## config.mk

```make
export PLATFORM = sky130hd
export DESIGN_NAME = mem_access_unit
export DESIGN_NICKNAME = d
export VERILOG_FILES = /design/src/rtl/mem_access_unit.sv
export SDC_FILE = /design/constraint.sdc
export NUM_CORES = 1
export LEC_CHECK = 0
export ABC_AREA = 1
export CAP_MARGIN = 20
export CORE_AREA = 5 5 132 134
export DETAILED_ROUTE_END_ITERATION = 7
export DIE_AREA = 0 0 137 139
export GPL_TIMING_DRIVEN = 0
export PLACE_DENSITY = 0.88
export SLEW_MARGIN = 20
export SYNTH_ARGS = -nofsm -noshare
export SYNTH_HDL_FRONTEND = slang
export SYNTH_SLANG_ARGS = --single-unit
```

## constraint.sdc

```tcl
create_clock -name clk -period 1.5 [get_ports clk]
set_input_delay 0.3 -clock clk [delete_from_list [all_inputs] [get_ports clk]]
set_output_delay 0.3 -clock clk [all_outputs]
set_load 0.1 [all_outputs]
```

## src/rtl/mem_access_unit.sv

```systemverilog
// mem_access_unit
// Memory-side stage behind the multicycle controller. It turns a load or
// store request into word-wide memory transactions and waits for mem_ack
// before it drops a strobe. Byte and halfword loads are sign- or
// zero-extended. Byte and halfword stores are done as read-modify-write.
// Byte order is big-endian: byte 0 is bits 31:24.
//
// Ports
//   clk, rst_n        clock; synchronous active-low reset
//   req_read/write    request pulses, sampled only while idle
//   size, sign_ext    access size (00 B, 01 H, 10 W, 11 illegal), load extension
//   addr, wdata       byte address and store data (sub-word data in low bits)
//   rdata             extended load result, held until the next load completes
//   busy, done        not idle / one-cycle completion pulse
//   align_err         pulses with done on a misaligned or illegal access
//   mem_*             word-aligned memory port with an ack handshake
//
// State | meaning
//   IDLE   | waiting for a request
//   RD     | load read strobe, waiting for mem_ack
//   WR     | word store write strobe, waiting for mem_ack
//   RMW_RD | sub-word store, reading the old word
//   RMW_WR | sub-word store, writing the merged word
//   FIN    | raise done (and align_err if flagged), then return to IDLE
module mem_access_unit #(
    parameter int ADDR_W = 32,
    parameter int DATA_W = 32
) (
    input  logic              clk,
    input  logic              rst_n,
    input  logic              req_read,
    input  logic              req_write,
    input  logic [1:0]        size,
    input  logic              sign_ext,
    input  logic [ADDR_W-1:0] addr,
    input  logic [DATA_W-1:0] wdata,
    output logic [DATA_W-1:0] rdata,
    output logic              busy,
    output logic              done,
    output logic              align_err,
    output logic [ADDR_W-1:0] mem_addr,
    output logic              mem_re,
    output logic              mem_we,
    output logic [DATA_W-1:0] mem_wdata,
    input  logic [DATA_W-1:0] mem_rdata,
    input  logic              mem_ack
);

    typedef enum logic [2:0] {
        IDLE,
        RD,
        WR,
        RMW_RD,
        RMW_WR,
        FIN
    } state_t;

    state_t      state;
    logic [1:0]  lane_q;
    logic [1:0]  size_q;
    logic        sign_q;
    logic        err_q;
    logic [15:0] wdata_q;   // a sub-word store never needs more than 16 bits

    logic              misaligned;
    logic [7:0]        sel_byte;
    logic [15:0]       sel_half;
    logic [DATA_W-1:0] load_ext;
    logic [DATA_W-1:0] merged;

    always_comb begin
        misaligned = 1'b0;
        case (size)
            2'b01:   misaligned = addr[0];
            2'b10:   misaligned = (addr[1:0] != 2'b00);
            2'b11:   misaligned = 1'b1;
            default: misaligned = 1'b0;
        endcase
    end

    // Lane selection and extension of the word being returned by memory.
    always_comb begin
        sel_byte = mem_rdata[31:24];
        case (lane_q)
            2'd0:    sel_byte = mem_rdata[31:24];
            2'd1:    sel_byte = mem_rdata[23:16];
            2'd2:    sel_byte = mem_rdata[15:8];
            default: sel_byte = mem_rdata[7:0];
        endcase
        sel_half = lane_q[1] ? mem_rdata[15:0] : mem_rdata[31:16];

        load_ext = mem_rdata;
        case (size_q)
            2'b00:   load_ext = sign_q ? {{24{sel_byte[7]}}, sel_byte} : {24'h0, sel_byte};
            2'b01:   load_ext = sign_q ? {{16{sel_half[15]}}, sel_half} : {16'h0, sel_half};
            default: load_ext = mem_rdata;
        endcase
    end

    // New store data merged into the old word, built in the same cycle the
    // read is acknowledged so the write can start on the next edge.
    always_comb begin
        merged = mem_rdata;
        if (size_q == 2'b00) begin
            case (lane_q)
                2'd0:    merged[31:24] = wdata_q[7:0];
                2'd1:    merged[23:16] = wdata_q[7:0];
                2'd2:    merged[15:8]  = wdata_q[7:0];
                default: merged[7:0]   = wdata_q[7:0];
            endcase
        end else if (lane_q[1]) begin
            merged[15:0] = wdata_q;
        end else begin
            merged[31:16] = wdata_q;
        end
    end

    always_ff @(posedge clk) begin
        if (!rst_n) begin
            state     <= IDLE;
            lane_q    <= 2'b00;
            size_q    <= 2'b00;
            sign_q    <= 1'b0;
            err_q     <= 1'b0;
            wdata_q   <= 16'h0;
            rdata     <= '0;
            busy      <= 1'b0;
            done      <= 1'b0;
            align_err <= 1'b0;
            mem_addr  <= '0;
            mem_re    <= 1'b0;
            mem_we    <= 1'b0;
            mem_wdata <= '0;
        end else begin
            done      <= 1'b0;
            align_err <= 1'b0;
            case (state)
                IDLE: begin
                    if (req_read || req_write) begin
                        lane_q  <= addr[1:0];
                        size_q  <= size;
                        sign_q  <= sign_ext;
                        wdata_q <= wdata[15:0];
                        busy    <= 1'b1;
                        if (misaligned) begin
                            err_q <= 1'b1;
                            state <= FIN;
                        end else begin
                            err_q    <= 1'b0;
                            mem_addr <= {addr[ADDR_W-1:2], 2'b00};
                            // A simultaneous read and write is treated as a write.
                            if (!req_write) begin
                                state  <= RD;
                                mem_re <= 1'b1;
                            end else if (size == 2'b10) begin
                                state     <= WR;
                                mem_we    <= 1'b1;
                                mem_wdata <= wdata;
                            end else begin
                                state  <= RMW_RD;
                                mem_re <= 1'b1;
                            end
                        end
                    end
                end
                RD: begin
                    if (mem_ack) begin
                        mem_re <= 1'b0;
                        rdata  <= load_ext;
                        state  <= FIN;
                    end
                end
                RMW_RD: begin
                    if (mem_ack) begin
                        mem_re    <= 1'b0;
                        mem_we    <= 1'b1;
                        mem_wdata <= merged;
                        state     <= RMW_WR;
                    end
                end
                WR, RMW_WR: begin
                    if (mem_ack) begin
                        mem_we <= 1'b0;
                        state  <= FIN;
                    end
                end
                FIN: begin
                    done      <= 1'b1;
                    align_err <= err_q;
                    busy      <= 1'b0;
                    state     <= IDLE;
                end
                default: begin
                    mem_re <= 1'b0;
                    mem_we <= 1'b0;
                    busy   <= 1'b0;
                    state  <= IDLE;
                end
            endcase
        end
    end

endmodule

```

==> flow_summary.rst <==
.. list-table::
   :header-rows: 1

   * - Metric
     - Value
   * - Run status
     - finished with violations
   * - Violated checks
     - negative setup slack
   * - Starting density of the core
     - 42.2%
   * - Die area
     - 19000 um2
   * - Cts bufs inserted
     - 17
   * - P&R area growth vs syn
     - 50.3%
   * - Maximum root-to-sink buffer count
     - 2
   * - Total Routed Length
     - 27400 um
   * - Layout cells sized above 1
     - 26.1%
   * - Final setup violation count
     - 32
   * - Number of buffer and inverter stages on the critical path
     - 5
   * - Top cells by area in the synthesized netlist
     - dfxtp_1, nand2_1, nor2_1
   * - Most common flop cell mapped by yosys
     - dfxtp_1
   * - # diodes
     - 0
   * - Share of the cycle needed by the critical path after routing
     - 106%
   * - Remaining antenna violation count after routing
     - 0
   * - Total grt overflow
     - 0
   * - Unrepaired setup endpoints after global routing
     - true
   * - Mean routed wirelength per cell
     - 17.5 um
   * - Worst Path Class, Setup
     - flop to flop
   * - Count of input and output buffers
     - 202
   * - Placeable core region
     - 16200 um2
   * - Max cap viols
     - 0
   * - Largest net degree at the start of global routing
     - 17
   * - Number of pins exceeding their max-slew limit in the final report
     - 0
   * - List of cells traversed by the critical path
     - buf_8 > inv_4 > nand2_4 > inv_8 > nand2_4 > nand2_2 > nor2_4 > buf_6 > buf_6 > nand2_2 > nand2_1 > nor2_1
   * - Depth of the critical timing path with buffers and inverters included
     - 12
   * - Number of synthesized register bits
     - 124
   * - Register-to-register path setup slack
     - -90 ps
   * - Delay-heaviest family, CP
     - simple AND/OR/NAND/NOR gates
   * - Number of antenna violations at the first check in global routing
     - 0
   * - Required time at the worst-slack endpoint
     - 1820 ps
   * - Maximum level of the CTS H-tree
     - 4
   * - Mean number of vias per cell
     - 5.41
   * - Endpoint of the worst-slack reg-to-reg timing path
     - mem_wdata[27]
   * - Fin crit period
     - 1590 ps
   * - Worst path max stage delay
     - 330 ps
   * - Number of global-route vias before repair
     - 7998
   * - Clock tree from TritonCTS
     - built
   * - Standard-cell rows
     - 47
   * - Upper clock frequency limit
     - 629 MHz
   * - Total number of yosys warnings
     - 0
   * - X dimension of the die
     - 137 um
   * - Number of DRC markers in iteration 0
     - 961
   * - Number of sinks on the clock net
     - 124
   * - Root Driver
     - clkbuf_16
   * - Mapped Area
     - 6820 um2
   * - Most area-hungry cell type in the Yosys netlist
     - dfxtp_1
   * - Power density relative to cell area
     - 2480 nW/um2
   * - Worst Reg-to-Reg Cells
     - 12
   * - Worst hold path class
     - primary input to flop
   * - Maximum ir drop on the vdd rail
     - 1.39 mV
   * - Fill cells
     - 1419
   * - Max FO, Critical Path
     - 7
   * - Mean post-synth cell area
     - 6.27 um2
   * - Setup TNS
     - -1860 ps
   * - Vias
     - 8470
   * - Last element of the critical path
     - mem_wdata[27]
   * - Standard cell with the maximum stage delay on the critical path
     - dfxtp_2
   * - Reg clk slew, reported paths
     - 60 ps
   * - Number of design rule violations left after detail routing
     - 0
   * - Floorplan die height
     - 139 um
   * - Layout Nets
     - 1438
   * - Worst hold margin
     - 259 ps
   * - DRT Pass-1 Iters
     - 6
   * - Portion of synthesized cell area occupied by the leading cell type
     - 36.4%
   * - Post-synthesis sequential area ratio
     - 36.4%
   * - Pre-CTS setup slack
     - -747 ps
   * - Number of enable flip-flop cells after synthesis
     - 0
   * - Launching point of the worst reg2reg path
     - state[0]
   * - Post-Place Cell Area
     - 9120 um2
   * - Cell variety after synth
     - 34
   * - Top-Level Pins
     - 205
   * - DPL Wire Length
     - 19900 um
   * - Kind of start point of the critical path
     - flop
   * - Post-route worst setup slack
     - -90.7 ps
   * - Overall Global Routing Usage
     - 27.4%
   * - Placer Congestion
     - 1.02
   * - Async set or reset register ratio after synthesis
     - 0%
   * - Clock Skews
     - 6.74 ps
   * - Total leakage power
     - 4.84 nW
   * - Crit path from
     - state[0]
   * - Wire length of the first global-routing pass
     - 41500 um
   * - Cells after Synth
     - 1087
   * - Final Hold Viols
     - 0
   * - Critical Path AT
     - 1910 ps
   * - Design Area, Final
     - 10200 um2
   * - Crit end category
     - flop
   * - Source-to-sink clock delay at the later pin of the worst-skew pair
     - 430 ps
## synth_stat cells (2+ instances only)
library cell and n:
o21ai_1 13, buf_4 4, inv_1 86, a21oi_1 71
buf_1 4, nor2_2 14, or2_2 24, buf_2 24
inv_2 7, nand2_2 10, o211ai_1 28, nor2_4 2
nand3_1 89, o22ai_1 6, clkbuf_1 35, dfxtp_1 124
a31oi_1 12, nand2_1 271, buf_6 3, o21ai_0 82
nor2_1 165
## worst min-delay path by stage
stage          cells past startpoint           end     start  slack, ps
2_1_floorplan                      2     align_err     err_q        420
3_3_place_gp                       2        mem_re    mem_re        440
3_5_place_dp                       2        mem_re    mem_re        440
4_1_cts                            3  mem_addr[13]  addr[13]        450
5_1_grt                            3     lane_q[1]   addr[1]        270
6_report                           3     lane_q[1]   addr[1]        260
## cells by family (layout without fill, tap and decap cells)
group           Yosys count  after routing  synth area share, %
simple gates            580            580                 35.9
compound gates          214            214                 17.1
buf+inv                 168            427                 10.5
flops                   124            124                 36.4
other cells               1              2               0.0550
## sequential cells by signal (all words and copies together), names as in the netlist
register   cells
align_err      1
busy           1
done           1
err_q          1
lane_q         2
mem_addr      30
mem_re         1
mem_wdata     32
mem_we         1
rdata         32
sign_q         1
size_q         2
state          3
wdata_q       16
## worst min-delay path: cells and delay by family
| family | cells | cell delay [ps] |
|---|---|---|
| AOI/OAI and AO/OA | 2 | 190 |
| buffers and inverters | 1 | 160 |
## stage by stage
stage / utilization, % / instances / total power [mW]
final: 63.4 / 1567 / 25.4
after global routing: 63.4 / 1567 / 26.6
after CTS: 60.2 / 1552 / 24.1
after detailed placement: 56.4 / 1510 / 19.7
after global placement: 56.4 / 1510 / 19.5
after floorplan: - / 1088 / 16.2
## layer usage
metal	wire (um)	up-vias	GRT usage, %
met5	0	-	0
met3	2510	101	6.68
met4	1290	0	11.0
met2	13100	419	46.5
li1	-	3995	-
met1	10500	3955	33.0
## final cells by class
cell class                 count  area (um2)  area share (%)
clock buffer                  22         474            4.63
sequential                   124        2490            24.3
clock inverter                10        90.1           0.879
tap                          220         275            2.69
buffer                        72         583            5.69
multi-input combinational    796        3910            38.2
inverter                      96         394            3.85
timing repair buffer         227        2030            19.8
## timing repair
item,in CTS,in global routing
gates resized for setup,667,174
pin swaps,35,30
endpoints found under the setup margin,220,163
hold buffers,0,0
endpoints found under the hold margin,0,0
gates cloned,4,3
setup buffers,6,12
## layout by cell type (no fill, tap or decap), types with 5 or more instances in the layout
cell and n:
a21oi_1 69, buf_6 29, nor2_2 20, clkdlybuf4s50_1 100, clkbuf_4 50, clkbuf_1 7
o21ai_2 8, clkbuf_16 18, inv_2 7, nor2_1 151, nor2_4 10, nand3_1 84
or2_2 24, dfxtp_1 119, o21ai_1 24, o22ai_1 6, o211ai_1 28, nand3_2 5
a31oi_1 9, nand2_4 6, nand2_2 29, nand2_1 246, o21ai_0 63, inv_1 80
clkbuf_2 15, buf_4 72, inv_4 6, buf_2 16
## where the power goes
part	total (mW)	internal [mW]	switching (mW)
registers	5.10	4.40	0.695
logic	16.3	4.55	11.7
clock network	3.99	2.40	1.59
total	25.4	11.4	14.0
Note: power is estimated with default switching activity, not from simulation.
